### src/rtl/si_po_shift_reg_pkg.sv
// Shared constants and helpers for the serial-in / parallel-out shift register.
// The fill-counter width helper is only used when SIPO_FILL_FLAG_EN is defined.
package sipo_pkg;

    localparam int SIPO_DEFAULT_WIDTH = 8;
    localparam logic [63:0] SIPO_DEFAULT_RST_VAL = 64'h0;

    // Bits needed to count 0..width inclusive.
    function automatic int sipo_cnt_width(input int width);
        return $clog2(width + 1);
    endfunction

endpackage

### src/rtl/si_po_shift_reg_if.sv
// Serial input / parallel output bundle of the shift register.
// The full flag exists only when SIPO_FILL_FLAG_EN is defined.
interface si_po_shift_reg_if
    import sipo_pkg::*;
#(
    parameter int WIDTH = SIPO_DEFAULT_WIDTH
) ();

    logic             SI;
    logic [WIDTH-1:0] PO;
`ifdef SIPO_FILL_FLAG_EN
    logic             full;
`endif

`ifdef SIPO_FILL_FLAG_EN
    modport master (output SI, input PO, input full);
    modport slave  (input SI, output PO, output full);
`else
    modport master (output SI, input PO);
    modport slave  (input SI, output PO);
`endif

endinterface

### src/rtl/si_po_shift_reg_fill_counter.sv
// Saturating fill counter: counts shift edges up to MAX, flags full once saturated.
// Instantiated by si_po_shift_reg only when SIPO_FILL_FLAG_EN is defined.
module sipo_fill_counter #(
    parameter int MAX = 8,
    parameter int CW  = 4
) (
    input  logic clk,
    input  logic rst,
    output logic full
);

    localparam logic [CW-1:0] MAX_V = CW'(MAX);

    logic [CW-1:0] cnt_reg;
    logic [CW-1:0] cnt_next;
    logic          full_reg;

    always_comb begin
        cnt_next = cnt_reg;
        if (cnt_reg != MAX_V) begin
            cnt_next = cnt_reg + CW'(1);
        end
    end

    // Flag is computed from the next count so it rises on the same edge the count saturates.
    always_ff @(posedge clk) begin
        if (!rst) begin
            cnt_reg  <= '0;
            full_reg <= 1'b0;
        end else begin
            cnt_reg  <= cnt_next;
            full_reg <= (cnt_next == MAX_V);
        end
    end

    assign full = full_reg;

endmodule

### src/rtl/si_po_shift_reg.sv
// Serial-in, parallel-out shift register: new bit enters PO[0] every clock, oldest leaves PO[WIDTH-1].
// Defining SIPO_FILL_FLAG_EN adds a registered full flag driven by sipo_fill_counter.
module si_po_shift_reg
    import sipo_pkg::*;
#(
    parameter int               WIDTH   = SIPO_DEFAULT_WIDTH,
    parameter logic [WIDTH-1:0] RST_VAL = SIPO_DEFAULT_RST_VAL[WIDTH-1:0]
) (
    input  logic               clk,
    input  logic               rst,
    si_po_shift_reg_if.slave   bus
);

    logic [WIDTH-1:0] po_reg;
    logic [WIDTH-1:0] po_next;

    assign po_next[0] = bus.SI;

    genvar gi;
    generate
        for (gi = 1; gi < WIDTH; gi++) begin : g_stage
            assign po_next[gi] = po_reg[gi-1];
        end
    endgenerate

    always_ff @(posedge clk) begin
        if (!rst) begin
            po_reg <= RST_VAL;
        end else begin
            po_reg <= po_next;
        end
    end

    assign bus.PO = po_reg;

`ifdef SIPO_FILL_FLAG_EN
    sipo_fill_counter #(
        .MAX (WIDTH),
        .CW  (sipo_cnt_width(WIDTH))
    ) u_fill (
        .clk  (clk),
        .rst  (rst),
        .full (bus.full)
    );
`endif

endmodule

### src/flat_wrapper.sv
// flat-port wrapper written by rule: the top's interface ports become plain ports
module si_po_shift_reg_flat import sipo_pkg::*;
#(
    parameter int               WIDTH   = SIPO_DEFAULT_WIDTH,
    parameter logic [WIDTH-1:0] RST_VAL = SIPO_DEFAULT_RST_VAL[WIDTH-1:0]
)
  (clk, rst, bus_SI, bus_PO);
  si_po_shift_reg_if #(.WIDTH(WIDTH)) bus_i ();
  input  logic clk;
  input  logic rst;
  input wire logic [$bits(bus_i.SI)-1:0] bus_SI;
  output wire logic [$bits(bus_i.PO)-1:0] bus_PO;
  assign bus_i.SI = bus_SI;
  assign bus_PO = bus_i.PO;
  si_po_shift_reg #(.WIDTH(WIDTH), .RST_VAL(RST_VAL)) u_core (.clk(clk), .rst(rst), .bus(bus_i));
endmodule
### config.mk
export PLATFORM = sky130hd
export DESIGN_NAME = si_po_shift_reg_flat
export DESIGN_NICKNAME = d
export VERILOG_FILES = /design/src/rtl/si_po_shift_reg_pkg.sv /design/src/rtl/si_po_shift_reg_if.sv /design/src/rtl/si_po_shift_reg_fill_counter.sv /design/src/rtl/si_po_shift_reg.sv /design/src/flat_wrapper.sv
export SDC_FILE = /design/constraint.sdc
export NUM_CORES = 1
export LEC_CHECK = 0
export BUFFER_PORTS_ARGS = -buffer_cell sky130_fd_sc_hd__buf_2
export CAP_MARGIN = 20
export CELL_PAD_IN_SITES_DETAIL_PLACEMENT = 1
export CELL_PAD_IN_SITES_GLOBAL_PLACEMENT = 1
export CORE_AREA = 10 10 47 49
export DETAILED_ROUTE_END_ITERATION = 10
export DIE_AREA = 0 0 57 59
export GPL_ROUTABILITY_DRIVEN = 0
export PLACE_DENSITY_LB_ADDON = 0.2
export SLEW_MARGIN = 40
export SYNTH_ARGS = -nofsm -noshare
export SYNTH_HDL_FRONTEND = slang
export SYNTH_HIERARCHICAL = 1
export SYNTH_SLANG_ARGS = --single-unit
### constraint.sdc
create_clock -name clk -period 1.3 [get_ports clk]
set_input_delay 0.26 -clock clk [delete_from_list [all_inputs] [get_ports clk]]
set_output_delay 0.26 -clock clk [all_outputs]
set_load 0.02 [all_outputs]
==> results.toml <==
[layout]
largest_register_ffs = 8
finish.utilization = 0.2161
stdcell_area_um2 = 302.8
final_common_cell = "buf_2"
fillCellCount = 181
fin_nets = 34
area_growth_syn_to_layout_pct = 44.05
final_cell_mix = "buf_2 (10), and2_1 (8), dfxtp_1 (8)"
multi_input_area_um2 = 50.05
num_antenna_cells = 0
seq_area_um2 = 160.2
drive_gt1_frac = 0.4483

[floorplan]
ioPinCount = 11
dieArea_um2 = 3363
core_um2 = 1401
initial_core_util = 0.1500
rows = 14
die_w_um = 57
fp.dieH_um = 59

[timing]
worst_pin_slew_ps = 114.9
max_freq_mhz = 999.2
hold_violations = 0
fin_crit_ps = 1001
fin_crit_sh = 0.7698
fin_ws_ps = 299.2
finalSetupViolCount = 0
final.setup.tns_ps = 0
fin_skew_ps = 4.666
slew_headroom = 0.9239
drv_slew = 0
rsz0062_at_grt = "no"

[grt]
grt_use_total = 0.03472
grt_pass1_vias = 185
antenna_found_initial = 0
overflow = 0
grt_max_degree = 9
grt_pass1_wl_um = 807

[yosys]
synth_area_um2 = 210.2
ys_seq_area_frac = 0.7619
avgSynthCellArea_um2 = 13.14
synth_cell_type_count = 2
synth-warning-count = 6
netlist.area_leader.share = 0.7619
yosys.area.top_type = "dfxtp_1"
synthTopCellsByArea = "dfxtp_1 (76%), and2_1 (24%)"
synth_nets = 19
synth.ff_latch_count = 8
syn_inst = 16

[clocking]
path_clk_slew_ps = 50
htreeDepth = 1
cts.sinks = 8
post_cts_resized = 0
cts_buffer_depth = 2
cts_setup_buffers = 0
ctsHoldBuffers = 0
cts_tree = "built"
cts-root-buf = "clkbuf_4"
clock_latency_ps = 250
cts_buffers = 3

[run]
drv_cap = 0

[setup_path]
end_kind = "output port"
worstPathMaxFanout = 2
cp_top_family = "flip-flops"
worstPathRequired_ps = 1040
arrival_ps = 740
crit_chain = "buf_2"
start_kind = "flip-flop"
crit_slowest_cell = "dfxtp_1"
critPathKind = "flip-flop to output port"
slowest_delay_ps = 330
path_buf_inv = 1

[routing]
vias_per_cell = 3.422
firstDrtPassIters = 2
post_drt_wl_per_cell_um = 10.16
routed_wl_um = 457
drcViolationCount = 0
vias = 154
wl_met3_um = 140
wirelength_met1_um = 159
drtIter0Drc = 4
wl_met2_um = 158
ant_nets = 0
top_layer = "met3"

[hold_path]
hold_path_class = "input port to flip-flop"

[placed_design]
pre_cts_ws_ps = 568.0
io_buffers = 10
dp_hpwl_um = 368.2
placed_cell_area_um2 = 280.3

[power_and_ir_drop]
ir_drop_mv = 0.6531
p_per_area_nw_per_um2 = 1496
leakage_nw = 0.1532

[run_status]
status = "finished clean"
==> power breakdown <==
| group | switching (mW) | internal [mW] | total (mW) |
|---|---|---|---|
| clock | 0.0762 | 0.105 | 0.181 |
| sequential | 0.00189 | 0.251 | 0.252 |
| combinational | 0.0117 | 0.00769 | 0.0194 |
| total | 0.0898 | 0.363 | 0.453 |
==> cells in the mapped netlist <==
master	number
and2_1	8
dfxtp_1	8
==> area by class of cell <==
type                            instances  area share
Sequential cell                         8      0.5289
Multi-Input combinational cell          8      0.1653
Timing Repair Buffer                   10      0.1653
Clock buffer                            3     0.07438
Tap cell                               16     0.06612
==> metal layers <==
metal	up-vias	GRT usage
met5	-	0
met4	0	0.01007
met2	15	0.03411
li1	75	-
met1	64	0.03005
met3	0	0.06438
==> logic make-up (layout without fill, tap and decap cells) <==
family,count (synthesis),count (layout),share of synthesized area
flops,8,8,0.7619
simple gates,8,8,0.2381
buf+inv,0,13,0
==> worst paths after layout <==
kind,from,cells after the start,slack (ps),end
worst min-delay path,bus_SI,2,220,u_core/bus.PO[0]
worst min register to register,u_core/bus.PO[5],1,450,u_core/bus.PO[6]
worst max-delay path,u_core/bus.PO[1],1,300,bus_PO[1]
worst max register to register,u_core/bus.PO[1],1,740,u_core/bus.PO[2]
==> stage by stage <==
| step | power (mW) | hold WS (ps) | instances |
|---|---|---|---|
| 2_1_floorplan | 0.2666 | 381.7 | 16 |
| 3_3_place_gp | 0.2769 | 440.3 | 42 |
| 3_5_place_dp | 0.2773 | 441.1 | 42 |
| 4_1_cts | 0.4682 | 204.0 | 45 |
| 5_1_grt | 0.4910 | 197.8 | 45 |
| 6_report | 0.4531 | 217.6 | 45 |
Power figures use the tool's default switching activity.
